### src/rtl/io_step_sequencer.sv
`default_nettype none
// ============================================================================
//  Module      : io_step_sequencer
//  Description : Hardwired control-step sequencer for the RISC datapath.
//                Walks the instruction fetch (T0-T2) and the IN/OUT execute
//                step (T3), driving the datapath control strobes directly.
//                T1 stalls on memory wait states; T3 waits on the port
//                handshake, bounded by WAIT_MAX cycles.
//                Optional retired-instruction counter: define ICOUNT_EN.
//  Revision    : 1.0 - initial release
// ============================================================================
module io_step_sequencer #(
    parameter int               OPC_W    = 5,
    parameter logic [OPC_W-1:0] OPC_IN   = 5'b10110,
    parameter logic [OPC_W-1:0] OPC_OUT  = 5'b10111,
    parameter int               WAIT_MAX = 16,
    parameter int               CNT_W    = 16
) (
    input  logic             clock,
    input  logic             clear,
    input  logic             run,
    input  logic [OPC_W-1:0] opcode,
    input  logic             mem_ready,
    input  logic             in_valid,
    input  logic             out_ready,
    output logic             PCout,
    output logic             IncPC,
    output logic             MARin,
    output logic             ZLowIn,
    output logic             Zlowout,
    output logic             PCin,
    output logic             Read,
    output logic             MDRin,
    output logic             MDRout,
    output logic             IRin,
    output logic             Gra,
    output logic             Rin,
    output logic             Rout,
    output logic             InPortout,
    output logic             OutPortin,
    output logic [2:0]       step,
`ifdef ICOUNT_EN
    output logic [CNT_W-1:0] icount,
`endif
    output logic             busy,
    output logic             illegal,
    output logic             timeout
);

    localparam logic [2:0] c_ST_IDLE = 3'd0;
    localparam logic [2:0] c_ST_T0   = 3'd1;
    localparam logic [2:0] c_ST_T1   = 3'd2;
    localparam logic [2:0] c_ST_T2   = 3'd3;
    localparam logic [2:0] c_ST_T3   = 3'd4;

    // Wait counter must be able to hold WAIT_MAX itself.
    localparam int                  c_WCNT_W   = $clog2(WAIT_MAX + 1);
    localparam logic [c_WCNT_W-1:0] c_WAIT_MAX = c_WCNT_W'(WAIT_MAX);

    logic [2:0]          r_state;
    logic [2:0]          w_next_state;
    logic [c_WCNT_W-1:0] r_wait_cnt;
    logic                r_illegal;
    logic                r_timeout;

    logic w_is_in;
    logic w_is_out;
    logic w_legal;
    logic w_hs;
    logic w_wait_done;
    logic w_in_t3;
    logic w_t3_exit;

    // Opcode decode and T3 handshake qualification; a met handshake always
    // takes priority over an expiring wait counter.
    always_comb begin
        w_is_in     = (opcode == OPC_IN);
        w_is_out    = (opcode == OPC_OUT);
        w_legal     = w_is_in | w_is_out;
        w_hs        = (w_is_in & in_valid) | (w_is_out & out_ready);
        w_wait_done = (r_wait_cnt == c_WAIT_MAX);
        w_in_t3     = (r_state == c_ST_T3);
        w_t3_exit   = w_in_t3 & (w_hs | ~w_legal | w_wait_done);
    end

    // Next-state logic; run only matters in IDLE and at the T3 exit.
    always_comb begin
        w_next_state = r_state;
        case (r_state)
            c_ST_IDLE: if (run) w_next_state = c_ST_T0;
            c_ST_T0:   w_next_state = c_ST_T1;
            c_ST_T1:   if (mem_ready) w_next_state = c_ST_T2;
            c_ST_T2:   w_next_state = c_ST_T3;
            c_ST_T3:   if (w_t3_exit) w_next_state = run ? c_ST_T0 : c_ST_IDLE;
            default:   w_next_state = c_ST_IDLE;
        endcase
    end

    // State, T3 wait counter and sticky error flags.
    always_ff @(posedge clock or posedge clear) begin
        if (clear) begin
            r_state    <= c_ST_IDLE;
            r_wait_cnt <= '0;
            r_illegal  <= 1'b0;
            r_timeout  <= 1'b0;
        end else begin
            r_state <= w_next_state;
            // T2 is the only predecessor of T3, so clearing here restarts
            // the count on every T3 entry.
            if (r_state == c_ST_T2) begin
                r_wait_cnt <= '0;
            end else if (w_in_t3 && !w_t3_exit) begin
                r_wait_cnt <= r_wait_cnt + c_WCNT_W'(1);
            end
            if (w_in_t3 && !w_legal) begin
                r_illegal <= 1'b1;
            end
            if (w_in_t3 && w_legal && !w_hs && w_wait_done) begin
                r_timeout <= 1'b1;
            end
        end
    end

`ifdef ICOUNT_EN
    logic [CNT_W-1:0] r_icount;

    // Count only instructions that retired through a completed handshake.
    always_ff @(posedge clock or posedge clear) begin
        if (clear) begin
            r_icount <= '0;
        end else if (w_in_t3 && w_hs) begin
            r_icount <= r_icount + CNT_W'(1);
        end
    end

    assign icount = r_icount;
`endif

    // Control strobe decode from the registered state plus live qualifiers.
    always_comb begin
        PCout     = 1'b0;
        IncPC     = 1'b0;
        MARin     = 1'b0;
        ZLowIn    = 1'b0;
        Zlowout   = 1'b0;
        PCin      = 1'b0;
        Read      = 1'b0;
        MDRin     = 1'b0;
        MDRout    = 1'b0;
        IRin      = 1'b0;
        Gra       = 1'b0;
        Rin       = 1'b0;
        Rout      = 1'b0;
        InPortout = 1'b0;
        OutPortin = 1'b0;
        case (r_state)
            c_ST_T0: begin
                PCout  = 1'b1;
                MARin  = 1'b1;
                IncPC  = 1'b1;
                ZLowIn = 1'b1;
            end
            c_ST_T1: begin
                Zlowout = 1'b1;
                Read    = 1'b1;
                MDRin   = 1'b1;
                // Loads the incremented PC once, on the cycle T1 completes.
                PCin    = mem_ready;
            end
            c_ST_T2: begin
                MDRout = 1'b1;
                IRin   = 1'b1;
            end
            c_ST_T3: begin
                if (w_is_in && in_valid) begin
                    Gra       = 1'b1;
                    Rin       = 1'b1;
                    InPortout = 1'b1;
                end
                if (w_is_out && out_ready) begin
                    Gra       = 1'b1;
                    Rout      = 1'b1;
                    OutPortin = 1'b1;
                end
            end
            default: ;
        endcase
    end

    assign step    = r_state;
    assign busy    = (r_state != c_ST_IDLE);
    assign illegal = r_illegal;
    assign timeout = r_timeout;

endmodule
`default_nettype wire
### config.mk
export PLATFORM = sky130hd
export DESIGN_NAME = io_step_sequencer
export DESIGN_NICKNAME = d
export VERILOG_FILES = /design/src/rtl/io_step_sequencer.sv
export SDC_FILE = /design/constraint.sdc
export NUM_CORES = 1
export LEC_CHECK = 0
export ABC_AREA = 1
export CAP_MARGIN = 20
export CORE_MARGIN = 4
export CORE_UTILIZATION = 40
export CTS_BUF_LIST = sky130_fd_sc_hd__clkbuf_8
export DETAILED_ROUTE_END_ITERATION = 12
export PLACE_DENSITY_LB_ADDON = 0.2
export SKIP_CTS_REPAIR_TIMING = 1
export SLEW_MARGIN = 20
export SYNTH_ARGS = -nofsm -noshare
export SYNTH_HDL_FRONTEND = slang
export SYNTH_SLANG_ARGS = --single-unit
### constraint.sdc
create_clock -name clock -period 1.5 [get_ports clock]
set_clock_uncertainty 0.1 [all_clocks]
set_input_delay 0.3 -clock clock [delete_from_list [all_inputs] [get_ports clock]]
set_output_delay 0.3 -clock clock [all_outputs]
set_load 0.02 [all_outputs]
==> impl_results.md, run 1 <==
- Root buffer cell: clkbuf_8
- Crit path arrival time: 1.33 ns
- Post-DP Area: 0.001190 sq mm
- Detail Route Antenna Nets: 0
- Crit path required time: 1.10 ns
- Final setup TNS: -2.285 ns
- I/O pin cnt: 32
- Vias: 803
- Syn Inst Count: 99
- H-tree depth: 1
- # fillers: 141
- Area growth from synthesis to layout: 71.27%
- Worst Reg2Reg Path Length in Cells: 8
- Failing checks: negative setup slack
- GRT overflow: 0
- Hold Crit Class: in2async
- Routed vias/inst: 4.808
- Most common cell after layout, fill and taps aside: buf_4
- Fin area: 0.001350 sq mm
- Met1 WL: 919 microns
- Worst-Margin Slew: 0.4316 ns
- Worst VDD drop: 0.0008669 V
- Share of cells above drive strength 1: 0.5493
- Met2 WL: 1111 microns
- Final Critical Period: 1.729 ns
- Final Non-Filler Cells: 167
- Largest net degree at the start of global routing: 11
- WHS: 0.2585 ns
- Leak pwr: 0.7701 nW
- DIE HEIGHT: 52.39 microns
- Chip width: 52.39 microns
- Max clock buf depth: 2
- Syn Nets: 112
- Worst-path clk slew: 0.05 ns
- Initial antenna violation count: 0
- N_diodes: 0
- Site Rows: 15
- Starting Density: 0.4375
- Distinct cells, synth: 27
- Final wirelength: 2211 microns
- Multi-input logic area: 481.7 sq um
- Post-route DRC: 0
- RSZ-0062 raised after global routing: yes
- WS Path Type: reg2out
- Final worst slack: -0.2285 ns
- Worst rel slew slack: 0.7119
- Port buffer count: 31
- Placed cell count: 159
- CP endpoint kind: output port
- Outcome: complete, but fails checks
- Yosys reg bits: 10
- Mean area per synthesized cell: 7.962 sq um
- Ys Warns: 0
- Seq. cell area: 254.0 sq um
- Met3 WL: 109 microns
- Vias in the first global route: 776
- Detailed Route Iter0 Violations: 8
- CP Max Fanout: 4
- Post-DP HPWL: 1485 microns
- Pwr Total: 1.997 mW
- CORE AREA: 0.001802 sq mm
- Clock sinks: 10
- Nets: 156
- Fin. Hold Viols: 0
- P per Cell Area: 1479 mW/mm^2
- Highest routed layer: met4
- Sequential share of the synthesized area: 0.3175
- Number of max-cap violations: 0
- Max Transition Viols Final: 0
- Initial DRT Pass Iterations: 4
- FF-to-FF setup slack: 0.04 ns
- Most frequent cells in the layout: buf_4, nand2_1, inv_1, dlymetal6s2s_1, buf_6
- Wire per inst: 13.24 microns
- TritonCTS clock tree: built
- CTS Buf Count: 3
- Worst reg2reg startpoint: step[0]
- Routability cong.: 0.7234
- DIE AREA: 0.002745 sq mm
- Mapped cell area: 788.3 sq um
- Max Clk Rate: 0.5785 GHz
- Final setup fails: 16
- R2R Path End: r_wait_cnt[4]
- Final Cycle Share: 1.152
- Skew-Pair Late Insertion Delay: 0.24 ns
- CP Launch Type: flop
- Tot GR Track Use: 0.1658
- First-pass GRT wire length: 3346 microns
==> per-layer routing <==
metal / global-route usage / vias up
met3: 0.03704 / 9
met4: 0.07660 / 0
li1: - / 392
met2: 0.2769 / 26
met5: 0 / -
met1: 0.1996 / 376
==> critical path, stage by stage (launching register included) <==
cell and delay (ns):
dfrtp_2 0.39, inv_1 0.08, nand2_2 0.07, nor2_4 0.13, nand2_4 0.09, nor3_4 0.17
buf_6 0.15
==> how the worst max path moves through the flow <==
stage / from / to / slack, ns
2_1_floorplan: step[1] / Rin / -0.21
3_5_place_dp: opcode[4] / Rin / -0.92
3_3_place_gp: opcode[1] / InPortout / -0.89
5_1_grt: step[0] / Rin / -0.29
6_report: step[0] / Rin / -0.23
4_1_cts: opcode[3] / Rin / -0.94
==> power by group <==
group	switching [mW]	internal, mW
Clock	0.121	0.232
Sequential	0.0382	0.320
Combinational	0.706	0.580
Total	0.865	1.13
==> Yosys cell counts <==
cell,number,area share
xor2_1,1,0.011
dfrtp_1,10,0.32
o21bai_1,1,0.0095
nor2_4,2,0.029
nor3_2,1,0.013
nand2_4,1,0.014
nor2_2,3,0.024
inv_2,4,0.019
nand3_2,1,0.013
nand2_2,2,0.016
nand3_1,9,0.057
o21ai_2,1,0.011
nand3_4,2,0.044
buf_2,1,0.0063
nor3_1,1,0.0063
nand2_1,17,0.081
nor2_1,6,0.029
a22oi_1,1,0.0095
o21ai_0,1,0.0063
buf_4,8,0.076
ha_1,2,0.032
inv_1,14,0.067
buf_6,1,0.014
nand4_1,6,0.048
or2_1,1,0.0079
nor2_8,1,0.025
o21bai_2,1,0.014
==> cell families (layout without fill, tap and decap cells) <==
logic type      count (synthesis)  after routing  share of synthesized area
simple gates                   53             53                     0.4063
xor+xnor                        1              1                    0.01111
buf+inv                        28             71                     0.1825
flops                          10             10                     0.3175
compound gates                  5              5                    0.05080
fa+ha+maj                       2              2                    0.03174
==> area by class of cell <==
class | count | share of cell area
multi-input combinational | 61 | 0.3568
tap | 25 | 0.02317
timing repair buffer | 49 | 0.3392
inverter | 18 | 0.05190
clock buffer | 4 | 0.04078
sequential | 10 | 0.1881
==> state kept, by name, indices dropped and copies added, names as in the netlist <==
name / flops
r_wait_cnt: 5
step: 3
illegal: 1
timeout: 1
==> stage by stage <==
step           setup slack (ns)  utilization
6_report                -0.2285       0.7493
3_5_place_dp            -0.9234       0.6604
3_3_place_gp            -0.8936       0.6604
5_1_grt                 -0.2931       0.7493
2_1_floorplan           -0.2079            -
4_1_cts                 -0.9357       0.6910
(Power assumes the default switching activity.)
==> run 2, diff against run 1 <==
- CTS_BUF_LIST: sky130_fd_sc_hd__clkbuf_8 -> default
==> run 2 against run 1 <==
- the run still ends with negative setup slack left
- design area shrank 1.9%
- highest routed layer unchanged
- sequential power is essentially flat
- first-iteration DRC count is the same
==> impl_results.md, run 2 (same netlist as run 1, synthesis figures left out) <==
- Outcome: complete, but fails checks
- Failing checks: negative setup slack
- CP delay by family, top: buffers and inverters
- Worst-Margin Slew: 0.4293 ns
- Worst-path clk slew: 0.08 ns
- Final Core Density: 0.7347
- Bufs and invs on worst path: 2
- Worst path cell trace: clkdlybuf4s50_1, nand2_2, nor2_4, nand2_4, nor3_4, buf_6
- Worst rel slew slack: 0.7135
- Final Cycle Share: 1.175
- RSZ-0062 raised after global routing: yes
- Chip width: 52.39 microns
- Initial antenna violation count: 0
- H-tree depth: 1
- Nets: 156
- Most frequent cells in the layout: buf_4, nand2_1, inv_1
- Detail Route Antenna Nets: 0
- Site Rows: 15
- Final Critical Period: 1.762 ns
- Wire per inst: 12.18 microns
- Max Clk Rate: 0.5675 GHz
- CORE AREA: 0.001802 sq mm
- Max incr delay on CP: 0.47 ns
- WS Path Type: in2out
- Port buffer count: 31
- Detailed Route Iter0 Violations: 8
- Slowest-stage cell, CP: clkdlybuf4s50_1
- Skew-Pair Late Insertion Delay: 0.27 ns
- Crit path arrival time: 1.36 ns
- DP Worst Slack: -0.9234 ns
- Final worst slack: -0.2620 ns
- Fin. Hold Viols: 0
- Initial DRT Pass Iterations: 4
- TritonCTS clock tree: built
- Most Crowded Layer GR: met2
- Fin area: 0.001324 sq mm
- CTS Buf Count: 3
- Crit path required time: 1.10 ns
- Largest register FFs: 5
- Post-DP Area: 0.001190 sq mm
- Post-DP HPWL: 1485 microns
- CP endpoint kind: output port
- I/O pin cnt: 32
- First-pass GRT wire length: 3132 microns
- Most common cell after layout, fill and taps aside: buf_4
- Leak pwr: 0.7437 nW
- Number of max-cap violations: 0
- Worst VDD drop: 0.0007466 V
- N_diodes: 0
- Routed vias/inst: 4.695
- M3 GR Usage: 0.03704
- DIE AREA: 0.002745 sq mm
- Vias in the first global route: 761
- Final wirelength: 2034 microns
- Clock sinks: 10
- CP Launch Type: input port
- Max Transition Viols Final: 0
- Starting Density: 0.4375
- Met2 GRT Util: 0.2521
- Area growth from synthesis to layout: 67.94%
- Share of cells above drive strength 1: 0.5493
- Hold Crit Class: in2async
- Max clock buf depth: 2
- Worst reg2reg startpoint: step[1]
- Vias: 784
- CP Max Fanout: 4
- Post-route DRC: 0
- Tot GR Track Use: 0.1515
- DIE HEIGHT: 52.39 microns
- Routability cong.: 0.7234
- Root buffer cell: clkbuf_4
- Biggest register: r_wait_cnt
- P per Cell Area: 1424 mW/mm^2
- GRT overflow: 0
- Met1 Use GR: 0.1891
- Final setup fails: 16
- Crit. Startpoint: opcode[1]
- Largest net degree at the start of global routing: 11
==> run 2: path summary, 6_finish.rpt <==
path | endpoint | slack, ns | depth (start not counted)
max in group asynchronous | step[0] | 0.75 | 2
worst max register to register | r_wait_cnt[4] | 0.04 | 8
worst min-delay path | r_wait_cnt[2] | 0.22 | 2
min in group clock | timeout | 0.37 | 1
worst max-delay path | Rin | -0.26 | 6
worst min register to register | timeout | 0.37 | 1
==> run 2: cell type report <==
class | count | area (sq um)
clock buffers | 4 | 36.28
fillers | 145 | 478.0
flip-flops and latches | 10 | 254.0
multi-input cells | 61 | 481.7
inverters | 18 | 70.07
repair buffers | 49 | 450.4
well taps | 25 | 31.28
==> run 2: metrics by stage <==
stage          cells  hold slack (ns)  TNS, ns  power, mW
6_report         167           0.2221   -2.847      1.885
2_1_floorplan     99          0.03998  -0.5458      1.087
4_1_cts          163           0.2347   -12.44      1.877
3_3_place_gp     159           0.3582   -8.713      1.598
3_5_place_dp     159           0.3632   -9.120      1.621
5_1_grt          167           0.2393   -3.975      1.991
==> run 2: where the power goes <==
part	total, mW	switching [mW]	internal [mW]
clock network	0.255	0.107	0.147
logic	1.27	0.702	0.573
registers	0.356	0.0371	0.319
total	1.89	0.846	1.04
==> run 2: layer usage <==
layer	part of all wire	vias to the layer above	wire length (microns)
li1	-	392	-
met1	0.41	362	824
met2	0.52	26	1066
met3	0.060	4	122
met4	0.010	0	21
met5	0	-	0
==> run 3, diff against run 2 <==
- CORE_MARGIN: 4 -> 1.5
- PLACE_DENSITY: default -> 0.83
- PLACE_DENSITY_LB_ADDON: 0.2 -> default
==> run 3 against run 2 <==
- the run still ends with negative setup slack left
- non-clock buffer count unchanged
- combinational power increased by 7%
- final cell count unchanged
- sequential cell count unchanged
- maximum frequency decreased by 0.54%
- sequential share of layout area decreased by 0.41 points
- global-route usage increased by 4.9 points
- highest routed layer unchanged
==> impl_results.md, run 3 (same netlist as run 1, synthesis figures left out) <==
- Crit path required time: 1.10 ns
- Wire per inst: 13.38 microns
- Detail Route Antenna Nets: 0
- Max Clk Rate: 0.5645 GHz
- Cell depth of the worst setup path: 6
- N_diodes: 0
- WHS: 0.2087 ns
- I/O pin cnt: 32
- Crit. Startpoint: step[0]
- Routed vias/inst: 4.796
- H-tree depth: 1
- Fin. Hold Viols: 0
- Sw Share: 0.4521
- WS Path Type: reg2out
- Outcome: complete, but fails checks
- Vias in the first global route: 762
- Internal power: 1.054 mW
- Vias: 801
- FF-to-FF setup slack: 0.05 ns
- DIE HEIGHT: 47.39 microns
- Final wirelength: 2235 microns
- Site Rows: 15
- Area growth from synthesis to layout: 71.59%
- Share of cells above drive strength 1: 0.5352
- Comb power frac: 0.709
- Hold Crit Class: in2async
- Largest register FFs: 5
- Most frequent cells in the layout: buf_4, nand2_1, buf_6
- Pwr Total: 1.923 mW
- CP delay by family, top: simple AND/OR/NAND/NOR gates
- Worst reg2reg startpoint: step[0]
- Leak pwr: 0.7630 nW
- Final Critical Period: 1.772 ns
- Worst-path clk slew: 0.07 ns
- Final setup fails: 16
- Post-DP Area: 0.001205 sq mm
- Starting Density: 0.4421
- Detailed Route Iter0 Violations: 4
- Initial antenna violation count: 0
- Most common cell after layout, fill and taps aside: buf_4
- Worst VDD drop: 0.0009710 V
- P per Cell Area: 1422 mW/mm^2
- CP Max Fanout: 4
- Root buffer cell: clkbuf_4
- Worst Reg2Reg Path Length in Cells: 8
- CTS Buf Count: 3
- CP endpoint kind: output port
- TritonCTS clock tree: built
- Max clock buf depth: 2
- # fillers: 128
- Biggest register: r_wait_cnt
- Skew-Pair Late Insertion Delay: 0.27 ns
- Tot GR Track Use: 0.2002
- GRT overflow: 0
- Number of max-cap violations: 0
- Post-DP HPWL: 1566 microns
- Clock sinks: 10
- DIE AREA: 0.002246 sq mm
- Worst path cell trace: inv_2, nand2_2, nor2_4, nand2_4, nor3_4, buf_6
- Largest net degree at the start of global routing: 11
- Routability cong.: 0.7920
- Failing checks: negative setup slack
- CORE AREA: 0.001783 sq mm
- Flop pwr share: 0.190
- Fin area: 0.001353 sq mm
- Final worst slack: -0.2716 ns
- Worst Setup EP: Rin
- Post-route DRC: 0
- Slowest-stage cell, CP: dfrtp_2
- R2R Path End: r_wait_cnt[1]
- CP Launch Type: flop
- First-pass GRT wire length: 3118 microns
- Nets: 156
- Switching power: 869.5 uW
- Bufs and invs on worst path: 2
- Max incr delay on CP: 0.42 ns
- Initial DRT Pass Iterations: 4
- Chip width: 47.39 microns
- Worst-Margin Slew: 0.3810 ns
- Worst rel slew slack: 0.7457
- Clock power share: 0.101
- Port buffer count: 31
- Crit path arrival time: 1.37 ns
- Final Cycle Share: 1.181
- Max Transition Viols Final: 0
- RSZ-0062 raised after global routing: yes
run 3: how the worst min path moves through the flow:
stage	slack [ns]	from	endpoint	cells after the start
6_report	0.21	clear	illegal	2
5_1_grt	0.28	clear	illegal	2
4_1_cts	0.22	clear	illegal	2
3_5_place_dp	0.37	timeout	timeout	1
3_3_place_gp	0.36	timeout	timeout	1
2_1_floorplan	0.04	clear	illegal	1
run 3: final cells by class:
cell class	instances	area [sq um]	share of cell area
clock buffers	4	26.28	0.01943
inverters	18	72.57	0.05365
multi-input cells	61	494.2	0.3654
flip-flops and latches	10	254.0	0.1878
well taps	25	31.28	0.02313
repair buffers	49	474.2	0.3506
run 3: power groups by stage:
stage / combinational [mW] / clock [mW] / sequential, mW
CTS: 1.26 / 0.199 / 0.356
global route: 1.46 / 0.215 / 0.376
detailed placement: 1.26 / 0 / 0.361
floorplan: 0.642 / 0 / 0.445
global placement: 1.23 / 0 / 0.358
finish: 1.36 / 0.195 / 0.366
run 3: stage by stage:
step	TNS, ns	setup slack (ns)	utilization	std cells
after floorplan	-0.5458	-0.2079	-	99
final	-2.510	-0.2716	0.7586	167
after global routing	-3.632	-0.3505	0.7586	167
after detailed placement	-10.17	-0.9883	0.6758	161
after global placement	-9.094	-0.8509	0.6758	161
after CTS	-12.42	-0.9817	0.6905	165
run 3: routing by layer:
metal  routed length, microns  track usage  up-vias
li1                         -            -      395
met1                      846       0.2311      382
met5                        0            0        -
met3                      103      0.05000        2
met2                     1270       0.3541       22
met4                       14      0.07222        0
